`src/rtl/pixel_stream_unpacker.sv`:
```
// pixel_stream_unpacker
// Rebuilds 12-bit RGB pixels from a two-byte-per-pixel stream
// (byte 0 = {4'b0, R}, byte 1 = {G, B}), buffers them in a small FIFO and
// replays them onto the rgb bus, one per pixel_tick while video_on is high.
//
// Ports:
//   clk          system clock, rising edge
//   reset        asynchronous active-high reset
//   byte_in      stream byte
//   byte_valid   byte_in valid this cycle
//   byte_ready   byte accepted this cycle when valid (combinational)
//   pixel_tick   pixel-rate enable
//   video_on     active display area, qualified by pixel_tick
//   clear_flags  synchronous clear of the sticky flags
//   rgb          registered output pixel {R,G,B}
//   level        FIFO occupancy 0..DEPTH
//   underflow    sticky: pixel needed while FIFO empty
//   hdr_err      sticky: first byte had a nonzero upper nibble
module pixel_stream_unpacker #(
  parameter int DEPTH = 16,
  parameter int AW    = 4
) (
  input  logic          clk,
  input  logic          reset,
  input  logic [7:0]    byte_in,
  input  logic          byte_valid,
  output logic          byte_ready,
  input  logic          pixel_tick,
  input  logic          video_on,
  input  logic          clear_flags,
  output logic [11:0]   rgb,
  output logic [AW:0]   level,
  output logic          underflow,
  output logic          hdr_err
);

  typedef enum logic {
    PH_RED = 1'b0,
    PH_GB  = 1'b1
  } phase_t;

  localparam logic [AW:0] FULL = (AW+1)'(DEPTH);
  localparam logic [AW:0] ONE  = (AW+1)'(1);

  phase_t        phase;
  logic [3:0]    r_nib;
  logic [AW-1:0] wr_ptr;
  logic [AW-1:0] rd_ptr;
  logic [11:0]   mem [DEPTH];

  logic accept;
  logic push;
  logic pop;
  logic want_pixel;
  logic underflow_set;
  logic hdr_set;

  // The slot for a pixel is reserved when its first byte is taken; level
  // can only fall before the second byte arrives, so phase 1 never stalls.
  always_comb begin
    byte_ready = (phase == PH_GB) ? 1'b1 : (level < FULL);
  end

  always_comb begin
    accept        = byte_valid && byte_ready;
    push          = accept && (phase == PH_GB);
    want_pixel    = pixel_tick && video_on;
    pop           = want_pixel && (level != '0);
    underflow_set = want_pixel && (level == '0);
    hdr_set       = accept && (phase == PH_RED) && (byte_in[7:4] != 4'h0);
  end

  // Storage has no reset; validity is tracked entirely by the pointers.
  always_ff @(posedge clk) begin
    if (push) begin
      mem[wr_ptr] <= {r_nib, byte_in};
    end
  end

  always_ff @(posedge clk or posedge reset) begin
    if (reset) begin
      phase     <= PH_RED;
      r_nib     <= '0;
      wr_ptr    <= '0;
      rd_ptr    <= '0;
      level     <= '0;
      rgb       <= '0;
      underflow <= 1'b0;
      hdr_err   <= 1'b0;
    end else begin
      // byte assembly
      if (accept) begin
        case (phase)
          PH_RED: begin
            if (byte_in[7:4] == 4'h0) begin
              r_nib <= byte_in[3:0];
              phase <= PH_GB;
            end
          end
          PH_GB: begin
            wr_ptr <= wr_ptr + AW'(1);
            phase  <= PH_RED;
          end
          default: phase <= PH_RED;
        endcase
      end

      // pixel output; pop sees only entries written in earlier cycles
      if (pixel_tick) begin
        if (pop) begin
          rgb    <= mem[rd_ptr];
          rd_ptr <= rd_ptr + AW'(1);
        end else begin
          rgb <= '0;
        end
      end

      if (push && !pop) begin
        level <= level + ONE;
      end else if (pop && !push) begin
        level <= level - ONE;
      end

      // sticky flags: a set in the same cycle as a clear wins
      if (underflow_set) begin
        underflow <= 1'b1;
      end else if (clear_flags) begin
        underflow <= 1'b0;
      end

      if (hdr_set) begin
        hdr_err <= 1'b1;
      end else if (clear_flags) begin
        hdr_err <= 1'b0;
      end
    end
  end

endmodule
```
`config.mk`:
```
export PLATFORM = sky130hd
export DESIGN_NAME = pixel_stream_unpacker
export DESIGN_NICKNAME = d
export VERILOG_FILES = /design/src/rtl/pixel_stream_unpacker.sv
export SDC_FILE = /design/constraint.sdc
export NUM_CORES = 1
export LEC_CHECK = 0
export BUFFER_PORTS_ARGS = -buffer_cell sky130_fd_sc_hd__buf_2
export CORE_MARGIN = 2
export CORE_UTILIZATION = 50
export CTS_CLUSTER_DIAMETER = 80
export DETAILED_ROUTE_END_ITERATION = 7
export HOLD_SLACK_MARGIN = 0.1
export PLACE_DENSITY = 0.73
export SETUP_SLACK_MARGIN = 0.4
export SLEW_MARGIN = 20
export SYNTH_ARGS = -nofsm -noshare
export SYNTH_HDL_FRONTEND = slang
export SYNTH_SLANG_ARGS = --single-unit
```
`constraint.sdc`:
```
create_clock -name clk -period 2.8 [get_ports clk]
set_input_delay 0.42 -clock clk [delete_from_list [all_inputs] [get_ports clk]]
set_output_delay 0.42 -clock clk [all_outputs]
set_load 0.03 [all_outputs]
```
After elaboration in Yosys (flattened, before gate mapping)
Memory sizes are Yosys's and may differ from the RTL's.
Cells that the tools add are included.
- register bits: 32
- bits in writable memories: 192
- input port bits: 14
- output and inout bits: 20
- word-level logic and storage cells: 47
- memories kept: 1
- add/subtract/negate cells: 4
- magnitude comparators: 1
- mux-type cells: 11
- bitwise logic cells: 1
- reductions and logical operators: 21
- memories (name ; depth ; width ; rd ports ; clocked after Yosys merged registers in ; write ports ; RTL line ; RTL):
    mem ; 16 ; 12 ; 1 ; 0 ; 1 ; 49 ; logic [11:0] mem [DEPTH];
- operator list (kind ; number):
    $mux 12 ; 1
    $mux 5 ; 2
    $logic_and 1x1->1 ; 9
    $add 4x1->4 const B ; 2
    $mux 1 ; 7
    $reduce_bool 2->1 ; 3
    $add 5x1->5 const B ; 1
    $logic_not 5->1 ; 1
    $lt 5x5->1 const B ; 1
    $reduce_bool 5->1 ; 1
    $sub 5x1->5 const B ; 1
    $logic_not 4->1 ; 1
    $reduce_and 2->1 ; 2
    $reduce_bool 4->1 ; 1
    $reduce_and 3->1 ; 1
    $logic_not 1->1 ; 2
    $pmux 1 s2 ; 1
    $not 1->1 ; 1

Depth between registers and ports, before layout
- word-level depth: 8
- depth in mapped cells: 10

Least setup slack after synthesis
No wires, ideal clock.
- kind: register -> register
- start point: reg level[0]
- end point: reg level[4]
- setup time: 135 ps
- arrival: 2325 ps
- data required time: 2665 ps
- slack: 340 ps
- stages on the path, launching flop included: 11
- path buffers: 0
- period minus slack after synthesis: 2460 ps
- cell sequence: dfrtp_1 -> nor3_1 -> a21oi_1 -> inv_1 -> ha_1 -> inv_1 -> ha_1 -> a21o_1 -> a21oi_1 -> mux2i_1 -> xnor2_1
- longest elaborated chain between the ends: 7
- RTL lines (element ; RTL line ; RTL):
    start: declaration ; 32 ; output logic [AW:0] level,
    start signal: assignment ; 119 ; level <= level + ONE;
    start signal: assignment ; 121 ; level <= level - ONE;
    $lt 5x5->1 ; 61 ; byte_ready = (phase == PH_GB) ? 1'b1 : (level < FULL);
    $mux 1 ; 61 ;
    $logic_and 1x1->1 ; 65 ; accept = byte_valid && byte_ready;
    $logic_and 1x1->1 ; 66 ; push = accept && (phase == PH_GB);
    $logic_not 1->1 ; 120 ; end else if (pop && !push) begin
    $logic_and 1x1->1 ; 120 ;
    $reduce_bool 2->1 (no line) ; n/a ;
Parallel ways exist; a longest one is shown, timed or not. The select of a mux whose other input is x is not followed.
A chain may end at the register's enable or synchronous reset.

Final worst setup path
Ends and elaborated chain as after synthesis.

==> impl_metrics.tcl <==
set metrics [dict create \
    run_status "finished, final reports clean" \
    synth_seq_area_share_pct 73.3 \
    ys_async_sr_fraction_pct 14.3 \
    min_path_type "input port to flop" \
    avgRoutedWirePerCell_um 23.3 \
    clockBufferDepth 3 \
    path_max_fanout 5 \
    grt_pass1_vias 4487 \
    drive_gt1_share_pct 23.2 \
    cell_internal_pwr_uw 6960 \
    hold_viol_final 0 \
    ys_seq_elements 224 \
    numPlacedInstances 695 \
    pin_count 34 \
    synth_commonest_cells "192 x edfxtp_1, 34 x mux4_1, 32 x dfrtp_1" \
    finalNetCount 523 \
    drc 0 \
    initial_core_util_pct 51.4 \
    multi_input_area_mm2 0.00223 \
    gp_congestion 0.781 \
    crit_start "level[0]$_DFFE_PP0P_" \
    grt_setup_unrepaired "false" \
    fin_area_mm2 0.0103 \
    placedInstanceArea_mm2 0.00946 \
    syn-num-nets 459 \
    skew_ns 0.0129 \
    synthCells 434 \
    worstSetupStartpointType "flop" \
    drtIter0Drc 247 \
    synth_top_area_share_pct 64.3 \
    grt_pass1_wl_mm 26.5 \
    fillers 1287 \
    worst_slew_pin_slew_ns 0.844 \
    core_area_mm2 0.0174 \
    dieHeight_um 138 \
    leakagePower_uw 0.00369 \
    finalSetupViolations 0 \
    cts_tree "built" \
    synth_ff_type "edfxtp_1" \
    place.port_buffers 33 \
    synth_cell_types 31 \
    p_total_uw 9750 \
    synth_area_mm2 0.00896 \
    rows 48 \
    grt_overflow 0 \
    clk_pin_slew_ns 0.07 \
    cap_violations 0 \
    hold_ws_ns 0.142 \
    dieArea_mm2 0.0190 \
    p_switching_uw 2790 \
    wirelength_mm 17.2 \
    die_w_um 138 \
    period_minus_slack_ns 2.20 \
    clock_sinks 224 \
    hp-start "byte_valid" \
    detail-route-antenna-nets 0 \
    pwr-share-comb_pct 23.9 \
    antenna_found_initial 0 \
    num_vias 4248 \
    finalCritPeriodShare_pct 78.7 \
    crit_type "flop to flop" \
    swShare_pct 28.6 \
    regArea_mm2 0.00657 \
    syn_to_final_growth_pct 14.7 \
    track_usage_pct 19.3 \
    max_freq_ghz 0.454 \
    power.density_mw_per_mm2 948 \
    yosys-top-cells-area "edfxtp_1 64%, mux4_1 10%, dfrtp_1 8.9%" \
    critPathArrivalTime_ns 2.62 \
    dp_hpwl_mm 10.7 \
    endpoint_kind "flop" \
    r2r_start "level[0]$_DFFE_PP0P_" \
    ir_drop_mv 0.644 \
    fin_tns_setup_ns 0 \
    required_ns 3.22 \
    slew_violations 0 \
    h-tree-depth 1 \
    syn_avg_cell_area_um2 20.6 \
    pwr-share-seq_pct 44.4 \
    clockPowerShare_pct 31.7 \
    grt_max_degree 34 \
    max_slew_margin_pct 43.7 \
    synth_most_common_cell "edfxtp_1" \
    cts_buffers 23 \
    viasPerCell 5.75 \
    cts_root_buffer "clkbuf_16" \
    final_cell_count_no_fill 739 \
    yosys_warnings 0 \
    insertion_delay_ns 0.50 \
    n_antenna_cell 0 \
    synth_edf_count 192 \
    netlist.top_cell.by_area "edfxtp_1" \
    firstDrtPassIters 5 \
]
registers in the layout (all words and copies together), names as in the netlist:
| register | count |
|---|---|
| wr_ptr | 4 |
| r_nib | 4 |
| hdr_err | 1 |
| underflow | 1 |
| rgb | 12 |
| phase | 1 |
| rd_ptr | 4 |
| mem | 192 |
| level | 5 |
cell families (layout without fill, tap and decap cells):
| kind of cell | after synthesis | in the layout | synth area share, % |
|---|---|---|---|
| AO/OA/AOI/OAI | 22 | 22 | 1.79 |
| flip-flops | 224 | 224 | 73.3 |
| multiplexers | 78 | 78 | 16.9 |
| XOR/XNOR | 9 | 9 | 0.880 |
| buffers and inverters | 30 | 110 | 1.98 |
| adder cells (fa/ha/maj) | 11 | 11 | 1.62 |
| AND/OR/NAND/NOR | 60 | 60 | 3.55 |
cell type report:
cell class                      instances  share of cell area, %
Clock buffer                           32                   6.32
Clock inverter                          9                   1.22
Inverter                               12                  0.438
Multi-Input combinational cell        180                   21.7
Sequential cell                       224                   63.9
Tap cell                              225                   2.74
Timing Repair Buffer                   57                   3.63
per-layer routing:
metal | vias up | share of wire (%) | GRT usage (%)
met3 | 32 | 5.3 | 3.11
met1 | 2193 | 42 | 26.2
met4 | 0 | 2.3 | 5.22
met2 | 126 | 50 | 32.8
li1 | 1897 | - | -
met5 | - | 0 | 0
worst paths after layout:
check	to	slack [ns]	cells past startpoint
worst max-delay path	level[4]$_DFFE_PP0P_	0.60	10
worst min-delay path	phase$_DFFE_PP0N_	0.14	2
worst max register to register	level[4]$_DFFE_PP0P_	0.60	10
worst min register to register	rgb[0]$_DFFE_PP0P_	0.50	2
max in group asynchronous	r_nib[2]$_DFFE_PP0P_	1.44	4
min in group asynchronous	rd_ptr[3]$_DFFE_PP0P_	0.64	3
layout by cell type (no fill, tap or decap), types with 4 or more instances in the layout:
cell / count
mux4_2: 14
dfrtp_2: 6
dfrtp_1: 26
edfxtp_1: 192
and3_1: 5
and2_1: 12
nand2_1: 17
clkbuf_1: 5
o21ai_0: 4
mux2i_1: 26
xnor2_1: 8
ha_1: 9
nand2b_1: 13
clkbuf_16: 23
mux2_2: 4
o221ai_1: 12
nor2_1: 4
buf_4: 21
clkbuf_8: 4
mux4_1: 34
buf_2: 33
inv_1: 11
power by group through the flow:
stage               Sequential [µW]  Combinational [µW]  Clock [µW]
floorplan                      4460                1610           0
global placement               4350                2280           0
detailed placement             4370                2330           0
CTS                            4310                2350        3140
global route                   4370                2520        3260
finish                         4320                2330        3090
worst max-delay path, stage by stage, from the launching register on:
cell     delay (ns)
dfrtp_2        0.45
nor3_4         0.21
a21oi_1        0.10
inv_1          0.11
ha_2           0.22
inv_2          0.07
ha_1           0.29
a21o_1         0.19
a21oi_2        0.14
mux2i_1        0.22
xnor2_1        0.13
repair_timing:
action                                  CTS  global route
endpoints found under the setup margin    0             2
gates resized for setup                   0             5
setup buffers                             0             2
endpoints found under the hold margin    17             0
hold buffers                              1             0
metrics by stage:
stage                     utilization (%)  worst slack, ns
after floorplan                         -            0.405
after global placement               54.3            0.529
after detailed placement             54.3            0.474
after CTS                            58.8            0.467
after global routing                 59.0            0.403
final                                59.0            0.597
(Power assumes the default switching activity.)
